## config.mk

```make
export PLATFORM = sky130hd
export DESIGN_NAME = encoder_input_conditioner
export DESIGN_NICKNAME = d
export VERILOG_FILES = /design/src/rtl/encoder_input_conditioner.sv
export SDC_FILE = /design/constraint.sdc
export NUM_CORES = 1
export LEC_CHECK = 0
export BUFFER_PORTS_ARGS = -buffer_cell sky130_fd_sc_hd__buf_4
export CAP_MARGIN = 20
export CORE_MARGIN = 5
export CORE_UTILIZATION = 55
export DETAILED_ROUTE_END_ITERATION = 16
export GPL_TIMING_DRIVEN = 1
export PLACE_DENSITY = 0.86
export REMOVE_ABC_BUFFERS = 1
export SYNTH_ARGS = -nofsm -noshare
export SYNTH_HDL_FRONTEND = slang
export SYNTH_SLANG_ARGS = --single-unit
```

## constraint.sdc

```tcl
create_clock -name clk -period 2.95 [get_ports clk]
set_input_delay 0.295 -clock clk [delete_from_list [all_inputs] [get_ports clk]]
set_output_delay 0.295 -clock clk [all_outputs]
set_load 0.05 [all_outputs]
```

## src/rtl/encoder_input_conditioner.sv

```systemverilog
// Synchroniser + debouncer front end for the rotary-encoder A/B pins and push-button.
// Optional bounce counter on glitch_cnt_o is built when ENCODER_GLITCH_CNT_EN is defined.
module encoder_input_conditioner #(
  parameter int SYNC_STAGES     = 2,
  parameter int DEBOUNCE_CYCLES = 1000,
  parameter int CNT_W           = 10
) (
  input  logic       clk,
  input  logic       rst_i,
  input  logic       A_raw_i,
  input  logic       B_raw_i,
  input  logic       BTN_raw_i,
  output logic       A_o,
  output logic       B_o,
  output logic       BTN_o,
  output logic       BTN_press_o,
  output logic [7:0] glitch_cnt_o
);

  localparam int NUM_CH = 3;
  localparam int CH_BTN = 2;
  // Channel order is {BTN, B, A}; A and B idle high, the button idles low.
  localparam logic [NUM_CH-1:0] IDLE = 3'b011;
  localparam logic [CNT_W-1:0] CNT_LAST = CNT_W'(DEBOUNCE_CYCLES - 1);

  logic [NUM_CH-1:0] raw;
  logic [NUM_CH-1:0] level;
  logic [NUM_CH-1:0] flip;
`ifdef ENCODER_GLITCH_CNT_EN
  logic [NUM_CH-1:0] abort;
`endif

  assign raw = {BTN_raw_i, B_raw_i, A_raw_i};

  for (genvar ch = 0; ch < NUM_CH; ch++) begin : g_ch
    logic [SYNC_STAGES-1:0] sync_q;
    logic [CNT_W-1:0]       cnt_q;
    logic                   level_q;
    logic                   synced;

    assign synced = sync_q[SYNC_STAGES-1];

    // NOTE: presetting the chain to the idle level stops a pin held active
    // during reset from being seen as an edge before the full latency.
    always_ff @(posedge clk or posedge rst_i) begin
      if (rst_i) begin
        sync_q  <= {SYNC_STAGES{IDLE[ch]}};
        cnt_q   <= '0;
        level_q <= IDLE[ch];
      end else begin
        // NOTE: non-blocking throughout so every stage samples pre-edge values.
        sync_q <= {sync_q[SYNC_STAGES-2:0], raw[ch]};
        if (synced == level_q) begin
          cnt_q <= '0;
        end else if (cnt_q == CNT_LAST) begin
          level_q <= synced;
          cnt_q   <= '0;
        end else begin
          cnt_q <= cnt_q + 1'b1;
        end
      end
    end

    assign level[ch] = level_q;
    assign flip[ch]  = (synced != level_q) && (cnt_q == CNT_LAST);
`ifdef ENCODER_GLITCH_CNT_EN
    assign abort[ch] = (synced == level_q) && (cnt_q != '0);
`endif
  end

  always_ff @(posedge clk or posedge rst_i) begin
    if (rst_i) begin
      BTN_press_o <= 1'b0;
    end else begin
      BTN_press_o <= flip[CH_BTN] && !level[CH_BTN];
    end
  end

  assign A_o   = level[0];
  assign B_o   = level[1];
  assign BTN_o = level[CH_BTN];

`ifdef ENCODER_GLITCH_CNT_EN
  logic [7:0] glitch_q;

  always_ff @(posedge clk or posedge rst_i) begin
    if (rst_i) begin
      glitch_q <= '0;
    end else if ((|abort) && (glitch_q != 8'hFF)) begin
      glitch_q <= glitch_q + 8'd1;
    end
  end

  assign glitch_cnt_o = glitch_q;
`else
  assign glitch_cnt_o = '0;
`endif

endmodule

```

==> metrics, run 1 <==
antenna violations before repair=0; Netlist cell types=36; Reg clk slew, reported paths=130 ps; metal3 WL=~140 um; Worst Max-Slew Pin Slew=533 ps; number of global-route vias before repair=1331; Worst Path Max Fanout=5; I/O pins=17; Clock Skew=22.1 ps; CTS Sinks=40; Max clock buf depth=2; initial core utilization=between 50% and 60%; Clk Latency, worst-skew pair=approximately 360 ps; WL met1=1.32 mm; Synth Register Bits=40; worst rel slew slack=64.2%; Die W=68.5 um; WL final=3.06 mm; status=finished, final reports clean; Core ar.=3340 um2; setup slack, reg-to-reg=1130 ps; Inserted Clock Buffers=5; DR top layer=met4; All-Layer GR Usage=~16%; most frequent cells after synthesis=dfrtp_1, nor2_1, nand3_1; Die ar.=4690 um2; worst r2r src=g_ch[0].cnt_q[0]; Syn Inst Count=186; final setup vio count=0; Std-Cell Rows=21; Port Buffers=8; Detailed Place HPWL=2.22 mm; Async SR Flop Fraction=100%; Via Count=1330; ANT nets after route=0; Syn Area/Cell=10.1 um2; gr ovfl total=0; Crit Path Category=flop to flop; min cycle time layout=1820 ps; met2 wire length=about 1.6 mm; CP max stage cell=or4_1; class of the worst hold path=input port to async pin; final worst setup slack=1130 ps; Post-CTS Hold Fix Bufs=0; H-tree depth=2; Root Driver=clkbuf_4; largest net degree at the start of global routing=41; share of cells above drive strength 1=15.8%; register area share after synthesis=53.6%; first-pass GRT wire length=5.42 mm; Setup WS pre-CTS=1130 ps; multi-input logic area=811 um2; Critical Path End Type=flop; Area Growth Syn to Fin=7.71%; fin. max-slew vios=0; Final Hold Viols=0; top cell type's share of synthesized area=roughly 45%; cell accounting for the most synthesized area=dfrtp_1; crit start category=flop; dominant synthesized flop cell=dfrtp_1; VDD IR max=0.293 mV; Pre-antenna DRT Iters=5; CP max stage delay=530 ps; most used standard cell by instance count after synthesis=dfrtp_1; FF/Latch Area=between 1000 and 1500 um2; R2R cell count=5; number of diodes=0; fin nets=roughly 210; Finished Core Util=60.8%; Synth warnings=0; Post-DP Area=1970 um2; Leak=0.832 nW; RSZ-0062 raised after global routing=no; PwrDens=451 nW/um2; Area contributors post-synth=dfrtp_1, dfstp_2, nor2_1; EDFF count, synth=0; Post-CTS Setup Repair Bufs=0; crit share post-route=between 60% and 70%; CTS tree=built; Initial DRC Count=87; RePlAce Congestion=slightly above 0.8; total negative slack=0 ps; f_max=550 MHz; Via density=roughly 5.4; CTS resizes=0; crit-path cells=ha_1 > nand2_1 > or4_1 > nor2_1 > mux2_2; design area=2030 um2; area of the mapped netlist=about 1900 um2; chip height=68.5 um; FF-to-FF End=A_o; fill cell count=slightly below 300; largest delay contributor family on the critical path=simple AND/OR/NAND/NOR gates; # Max-Cap Violations=0; Buffers & Inverters on Critical Path=0; routed len/inst=12.4 um; drc violations=0; Critical Path RT=3230 ps; Worst EP arrival=2100 ps
-- per-layer routing --
layer	track usage, %	up-vias
met4	7.44	0
met1	17.2	641
met2	27.4	26
met5	0	-
li1	-	658
met3	5.02	5
-- cell type report --
cell class                      count  share of cell area (%)
Timing Repair Buffer                9                    3.33
Clock buffer                        6                    2.04
Multi-Input combinational cell    137                    40.0
Tap cell                           46                    2.84
Sequential cell                    40                    49.7
Clock inverter                      2                   0.617
Inverter                            8                    1.48
-- kinds of logic after synthesis --
kind of cell / share of synthesized area [%]
simple gates: 21.2
flops: 53.6
compound gates: 9.04
xor+xnor: 7.44
buf+inv: 4.78
fa+ha+maj: 1.99
mux: 1.79
other cells: 0.199
-- where the power goes --
| group | internal (mW) | leakage, nW | switching (mW) |
|---|---|---|---|
| Combinational | 0.0177 | 0.278 | 0.0506 |
| Clock | 0.0920 | 0.0282 | 0.176 |
| Sequential | 0.565 | 0.526 | 0.0137 |
-- metrics by stage --
| step | power [mW] | hold slack [ps] | cells |
|---|---|---|---|
| 2_1_floorplan | 0.642 | 299 | 185 |
| 3_3_place_gp | 0.656 | 342 | 240 |
| 3_5_place_dp | 0.658 | 342 | 240 |
| 4_1_cts | 0.927 | 22.3 | 248 |
| 5_1_grt | 0.953 | 21.7 | 248 |
| 6_report | 0.915 | 37.4 | 248 |
-- worst register-to-register path, stage by stage (launching register included) --
cell and delay, ps:
dfrtp_1 420, ha_1 220, nand2_1 120, or4_1 540
nor2_1 130, mux2_2 340
-- layout by cell type, fill, tap and decap left out, types with 2 or more instances in the layout --
| cell | n |
|---|---|
| xnor2_1 | 10 |
| nor4_1 | 3 |
| nand2b_1 | 4 |
| nand3b_1 | 2 |
| ha_1 | 3 |
| mux2_2 | 3 |
| xor2_1 | 6 |
| nand4_1 | 2 |
| a21oi_1 | 10 |
| dfrtp_1 | 34 |
| o21bai_1 | 2 |
| o21ai_0 | 3 |
| nand2_1 | 10 |
| inv_1 | 8 |
| nor3_1 | 2 |
| clkbuf_4 | 5 |
| nand3_1 | 16 |
| or3_1 | 2 |
| conb_1 | 8 |
| buf_4 | 9 |
| o221a_2 | 2 |
| nor2_1 | 32 |
| dfstp_2 | 6 |
| a31oi_1 | 4 |
-- registers in the layout, indices dropped and copies added (netlist names) --
signal / cells
B_o: 1
g_ch.sync_q: 6
BTN_press_o: 1
A_o: 1
BTN_o: 1
g_ch.cnt_q: 30
-- worst max-delay path by stage --
| stage | startpoint | to | cells past startpoint |
|---|---|---|---|
| after detailed placement | g_ch[0].cnt_q[0] | A_o | 5 |
| final | g_ch[0].cnt_q[0] | A_o | 5 |
| after CTS | g_ch[0].cnt_q[0] | A_o | 5 |
| after global placement | g_ch[0].cnt_q[0] | g_ch[0].cnt_q[6] | 5 |
| after floorplan | g_ch[0].cnt_q[0] | A_o | 5 |
| after global routing | g_ch[0].cnt_q[0] | g_ch[0].cnt_q[6] | 5 |
Power figures use the tool's default switching activity.
==> run 2: changes to the inputs <==
==> constraint.sdc (replaced) <==
create_clock -name clk -period 1.8 [get_ports clk]
set_input_delay 0.18 -clock clk [delete_from_list [all_inputs] [get_ports clk]]
set_output_delay 0.18 -clock clk [all_outputs]
set_load 0.05 [all_outputs]
==> run 2 against run 1 <==
Fmax rose by 3.8%. Global-route usage is 0.37 points higher. Combinational power grew 90%. Clock power is 140% higher. Worst setup slack worse by 1100 ps. Largest cell class unchanged. Sequential share of layout area decreased by 3.2 points. Final cell count is 3.2% higher. Sequential power is 64% higher. Critical path type unchanged.
==> metrics, run 2 (synthesis results as in run 1) <==
Critical Path RT=2070 ps (was 3230 ps); Final Hold Viols=0 (unchanged); Critical Path End Type=flop (unchanged); Reg with most FFs=g_ch.cnt_q (unchanged); worst r2r src=g_ch[0].cnt_q[1] (was g_ch[0].cnt_q[0]); class of the worst hold path=flop to flop (was input port to async pin); ANT nets after route=0 (unchanged); initial core utilization=56.4% (unchanged); Area Growth Syn to Fin=15.0% (was 7.71%); routed len/inst=12.3 um (was 12.4 um); antenna violations before repair=0 (unchanged); final setup vio count=0 (unchanged); Via Count=1351 (was 1330); Clk Latency, worst-skew pair=330 ps (was 360 ps); most common cell after layout, fill and taps aside=dfrtp_1 (unchanged); Power Internal=1.34 mW (was 0.674 mW); number of diodes=0 (unchanged); Worst Path Max Fanout=4 (was 5); total negative slack=0 ps (unchanged); Clock Skew=13.7 ps (was 22.1 ps); Die ar.=4690 um2 (unchanged); PwrDens=794 nW/um2 (was 451 nW/um2); Die W=68.5 um (unchanged); register share of total power=55.2% (was 63.2%); share of cells above drive strength 1=19.5% (was 15.8%); worst hold path depth=0; Inserted Clock Buffers=5 (unchanged); Initial DRC Count=91 (was 87); R2R cell count=5 (unchanged); Hold EP=g_ch[1].sync_q[1]; drc violations=0 (unchanged); Detailed Place HPWL=2.19 mm (was 2.22 mm); chip height=68.5 um (unchanged); I/O pins=17 (unchanged); crit share post-route=97.3% (was 61.6%); Power Total=1.72 mW (was 0.915 mW); Port Buffers=8 (unchanged); FF-to-FF End=A_o (unchanged); Std-Cell Rows=21 (unchanged); Crit Path Category=flop to flop (unchanged); fin nets=217 (was 209); Min-Delay Startpoint=g_ch[1].sync_q[0]; VDD IR max=0.735 mV (was 0.293 mV); # Max-Cap Violations=0 (unchanged); combinational share of power=7.6% (was 7.5%); number of global-route vias before repair=1348 (was 1331); f_max=571 MHz (was 550 MHz); CTS Sinks=40 (unchanged); Worst EP arrival=2020 ps (was 2100 ps); Leak=0.894 nW (was 0.832 nW); biggest registers after layout=g_ch.cnt_q x30, g_ch.sync_q x6 (unchanged); Via density=5.28 (was 5.36); status=finished, final reports clean (unchanged); Pre-antenna DRT Iters=4 (was 5); CTS tree=built (unchanged); fin. max-slew vios=0 (unchanged); RePlAce Congestion=0.813 (was 0.819); crit start category=flop (unchanged); Clock Power Share=37.2% (was 29.3%); Finished Core Util=64.9% (was 60.8%); dpl cells=243 (was 240); Reg clk slew, reported paths=120 ps (was 130 ps); setup slack, reg-to-reg=50 ps (was 1130 ps); H-tree depth=2 (unchanged); Core ar.=3340 um2 (unchanged); min cycle time layout=1750 ps (was 1820 ps); Sw Share=22.2% (was 26.3%); largest net degree at the start of global routing=41 (unchanged); first-pass GRT wire length=5.73 mm (was 5.42 mm); gr ovfl total=0 (unchanged); WL final=3.14 mm (was 3.06 mm); worst rel slew slack=65.4% (was 64.2%); fin cells=256 (was 248); All-Layer GR Usage=16.1% (was 15.7%); most frequent cells in the layout=dfrtp_1, nor2_1, nand3_1 (unchanged); Largest register FFs=30 (unchanged); Worst Max-Slew Pin Slew=515 ps (was 533 ps); switching power=0.382 mW (was 0.240 mW); Root Driver=clkbuf_4 (unchanged); Max clock buf depth=2 (unchanged)
-- run 2: cell types whose count changed in the layout (fill, tap and decap cells not counted), sizes merged --
cell / change
clkinv: -1
clkinvlp: -1
bufinv: +1
dlygate4sd3: +4
clkbuf: +1
buf: +4
-- run 2: per-layer routing --
| metal | global-route usage, % | up-vias | share of wire (%) |
|---|---|---|---|
| met5 | 0 | - | 0 |
| met4 | 4.96 | 0 | 0 |
| met3 | 5.02 | 0 | 3.1 |
| met2 | 26.9 | 16 | 52 |
| met1 | 19.8 | 662 | 45 |
| li1 | - | 673 | - |
-- run 2: how the worst max path moves through the flow --
stage	start	end	slack [ps]	cells past startpoint
after floorplan	g_ch[0].cnt_q[0]	A_o	90	5
after global placement	g_ch[0].cnt_q[1]	A_o	80	5
after detailed placement	g_ch[0].cnt_q[1]	g_ch[0].cnt_q[3]	-10	5
after CTS	g_ch[0].cnt_q[1]	g_ch[0].cnt_q[3]	4	5
after global routing	g_ch[0].cnt_q[1]	A_o	-10	5
final	g_ch[0].cnt_q[1]	A_o	50	5
-- run 2: worst max-delay path, cell delays in order (launching register included) --
cell     delay [ps]
dfrtp_1         460
ha_4            170
nand2_1          80
or4_4           510
nor2_1          130
mux2_2          340
-- run 2: timing repair --
item / in CTS / in global routing
hold endpoints to repair: 37 / 0
hold buffers: 4 / 0
setup buffers: 0 / 1
resized for setup: 1 / 4
pin swaps: 0 / 1
endpoints found under the setup margin: 2 / 7
-- run 2: through the flow --
stage                     setup WS [ps]  cell area, um2  hold WS [ps]
final                              48.9            2170           362
after global routing              -9.77            2170           375
after CTS                          4.15            2130           366
after detailed placement          -11.5            2000           291
after global placement             79.5            2000           289
after floorplan                    87.3            1850           184
-- run 2: final cells by class --
class | count | area, um2
Tap cell | 46 | 57.6
Timing Repair Buffer | 17 | 138
Clock inverter | 1 | 30.0
Fill cell | 255 | 1170
Inverter | 8 | 30.0
Clock buffer | 7 | 65.1
Multi-Input combinational cell | 137 | 837
Sequential cell | 40 | 1010
-- run 2: power groups by stage --
stage	Combinational (mW)	Clock [mW]	Sequential (mW)
floorplan	0.0919	0	0.960
global placement	0.117	0	0.962
detailed placement	0.120	0	0.964
CTS	0.127	0.660	0.947
global route	0.147	0.697	0.954
finish	0.130	0.639	0.949
==> run 3: changes to the inputs <==
--- a/config.mk
+++ b/config.mk
@@ -5,6 +5,7 @@
 export SDC_FILE = /design/constraint.sdc
 export NUM_CORES = 1
 export LEC_CHECK = 0
+export ABC_AREA = 1
 export BUFFER_PORTS_ARGS = -buffer_cell sky130_fd_sc_hd__buf_4
 export CAP_MARGIN = 20
 export CORE_MARGIN = 5
==> run 3 against run 2 <==
Sequential cell count stayed put. Synthesized cell count is 11% higher. Critical path type unchanged. Worst setup slack better by 420 ps.
==> metrics, run 3 <==
status=finished, final reports clean (unchanged); first-pass GRT wire length=5.54 mm (was 5.73 mm); Clk Latency, worst-skew pair=350 ps (was 330 ps); gr ovfl total=0 (unchanged); Async SR Flop Fraction=100% (unchanged); most used standard cell by instance count after synthesis=nor2_1 (was dfrtp_1); top cell type's share of synthesized area=45.2% (about the same); Netlist cell types=25 (was 36); Die ar.=4700 um2 (was 4690 um2); Reg with most FFs=g_ch.cnt_q (unchanged); f_max=754 MHz (was 571 MHz); register area share after synthesis=53.5% (was 53.6%); Min-Delay Startpoint=g_ch[1].sync_q[0] (unchanged); most common cell after layout, fill and taps aside=nor2_1 (was dfrtp_1); Worst Path Max Fanout=6 (was 4); RSZ-0062 raised after global routing=no; ANT nets after route=0 (unchanged); FF/Latch Area=1010 um2 (unchanged); Reg clk slew, reported paths=110 ps (was 120 ps); min cycle time layout=1330 ps (was 1750 ps); most frequent cells after synthesis=nor2_1, dfrtp_1, nand2_1, inv_1, nand3_1 (was dfrtp_1, nor2_1, nand3_1); Area contributors post-synth=dfrtp_1, dfstp_2, nor2_1 (unchanged); VDD IR max=0.575 mV (was 0.735 mV); Area Growth Syn to Fin=10.3% (was 15.0%); Port Buffers=8 (unchanged); Inserted Clock Buffers=5 (unchanged); biggest registers after layout=g_ch.cnt_q x30, g_ch.sync_q x6 (unchanged); antenna violations before repair=0 (unchanged); number of diodes=0 (unchanged); Synth warnings=0 (unchanged); class of the worst hold path=flop to flop (unchanged); fill cell count=263 (was 255); drc violations=0 (unchanged); Syn Area/Cell=9.10 um2 (was 10.1 um2); routed len/inst=11.0 um (was 12.3 um); CTS resizes=0 (was 1); Largest register FFs=30 (unchanged); chip height=68.5 um (about the same); Die W=68.5 um (about the same); Pre-antenna DRT Iters=4 (unchanged); CTS Sinks=40 (unchanged); crit path launch=g_ch[1].cnt_q[0] (was g_ch[0].cnt_q[1]); total negative slack=0 ps (unchanged); most frequent cells in the layout=nor2_1, dfrtp_1, nand2_1 (was dfrtp_1, nor2_1, nand3_1); crit start category=flop (unchanged); area of the mapped netlist=1880 um2 (about the same); PwrDens=734 nW/um2 (was 794 nW/um2); dominant synthesized flop cell=dfrtp_1 (unchanged); fin. max-slew vios=0 (unchanged); crit share post-route=73.7% (was 97.3%); Root Driver=clkbuf_4 (unchanged); largest delay contributor family on the critical path=flip-flops (was simple AND/OR/NAND/NOR gates); # Max-Cap Violations=0 (unchanged); Final Hold Viols=0 (unchanged); CP max stage delay=410 ps (was 510 ps); RePlAce Congestion=0.845 (was 0.813); Core ar.=3340 um2 (unchanged); multi-input logic area=748 um2 (was 837 um2); CP max stage cell=dfrtp_1 (was or4_4); fin nets=234 (was 217); initial core utilization=56.5% (was 56.4%); All-Layer GR Usage=16.0% (was 16.1%); Syn Inst Count=207 (was 186); Crit Path Category=flop to flop (unchanged); Critical Path End Type=flop (unchanged); Synth Register Bits=40 (unchanged); final setup vio count=0 (unchanged); Leak=0.971 nW (was 0.894 nW); Via density=4.79 (was 5.28); Critical Path RT=2070 ps (about the same); number of global-route vias before repair=1292 (was 1348); Worst EP arrival=1600 ps (was 2020 ps); WL final=3.00 mm (was 3.14 mm); crit-path cells=ha_1 > nand2_1 > inv_1 > nand3_1 > nand2_2 > a21oi_1 (was ha_4 > nand2_1 > or4_4 > nor2_1 > mux2_2); I/O pins=17 (unchanged); Max clock buf depth=2 (unchanged); Std-Cell Rows=21 (unchanged); CTS tree=built (unchanged); share of cells above drive strength 1=16.3% (was 19.5%); H-tree depth=2 (unchanged); worst r2r src=g_ch[1].cnt_q[0] (was g_ch[0].cnt_q[1]); final worst setup slack=473 ps (was 48.9 ps); final hold slack=361 ps (was 362 ps); Setup WS pre-CTS=501 ps (was -11.5 ps); Via Count=1309 (was 1351); Initial DRC Count=20 (was 91); Detailed Place HPWL=2.17 mm (was 2.19 mm); Clock Skew=11.4 ps (was 13.7 ps); EDFF count, synth=0 (unchanged); Buffers & Inverters on Critical Path=1 (was 0); cell accounting for the most synthesized area=dfrtp_1 (unchanged); largest net degree at the start of global routing=41 (unchanged)
## run 3: changes by cell type after synthesis, sizes merged, moves of 4 or more
cell / before / now
nor2: 32 / 43
xnor2: 10 / 2
or3: 4 / 0
xor2: 6 / 11
nand2: 10 / 33
nand2b: 4 / 0
nand3: 17 / 21
inv: 8 / 25
## run 3: cell families (layout without fill, tap and decap cells)
family | after synthesis | in the layout | synth area share (%)
buffers and inverters | 33 | 46 | 8.17
and+or+nand+nor | 103 | 103 | 25.6
other | 1 | 8 | 0.199
xor gates and xnor gates | 13 | 13 | 6.44
DFF | 40 | 40 | 53.5
adders and majority gates | 3 | 3 | 1.99
AOI/OAI and AO/OA | 14 | 14 | 4.12
## run 3: worst paths after layout
| kind | to | slack (ps) | cells after the start |
|---|---|---|---|
| max | g_ch[1].cnt_q[8] | 470 | 6 |
| min | g_ch[1].sync_q[1] | 360 | 0 |
| max reg2reg | g_ch[1].cnt_q[8] | 470 | 6 |
| min reg2reg | g_ch[1].sync_q[1] | 360 | 0 |
| max in group asynchronous | g_ch[1].sync_q[1] | 940 | 4 |
| min in group asynchronous | g_ch[0].cnt_q[2] | 500 | 4 |
## run 3: layout make-up
class	instances	share of cell area, %
Timing Repair Buffer	13	5.18
Clock inverter	1	0.361
Clock buffer	7	2.65
Tap cell	46	2.77
Inverter	25	4.52
Multi-Input combinational cell	141	36.0
Sequential cell	40	48.5
## run 3: per-stage QoR
stage	area, um2	std cells	total power, mW	utilization, %
2_1_floorplan	1850	206	1.04	-
3_3_place_gp	1980	261	1.06	59.2
3_5_place_dp	1980	261	1.07	59.2
4_1_cts	2080	273	1.55	62.3
5_1_grt	2080	273	1.61	62.3
6_report	2080	273	1.53	62.3
## run 3: routing by layer
| metal | part of all wire, % | vias to the layer above | GRT usage [%] |
|---|---|---|---|
| met4 | 2.6 | 0 | 8.19 |
| met1 | 45 | 613 | 20.1 |
| met5 | 0 | - | 0 |
| met3 | 3.6 | 7 | 4.05 |
| li1 | - | 668 | - |
| met2 | 48 | 21 | 25.6 |
## run 3: timing repair
item | 4_1_cts | 5_1_grt
buffers inserted | 0 | 0
hold endpoints to repair | 37 | 0
hold buffers | 4 | 0
## run 3: power breakdown
part           total [mW]  internal [mW]  switching [mW]
clock network       0.469          0.191           0.278
logic               0.116         0.0312          0.0848
registers           0.940          0.925          0.0148
total                1.53           1.15           0.378
## run 3: worst reg2reg max path, delay by kind of cell (launching register included)
family | cells | cell delay, ps
AO/OA/AOI/OAI | 1 | 150
adder cells (fa/ha/maj) | 1 | 210
buffers and inverters | 1 | 90
flip-flops | 1 | 410
AND/OR/NAND/NOR | 3 | 400
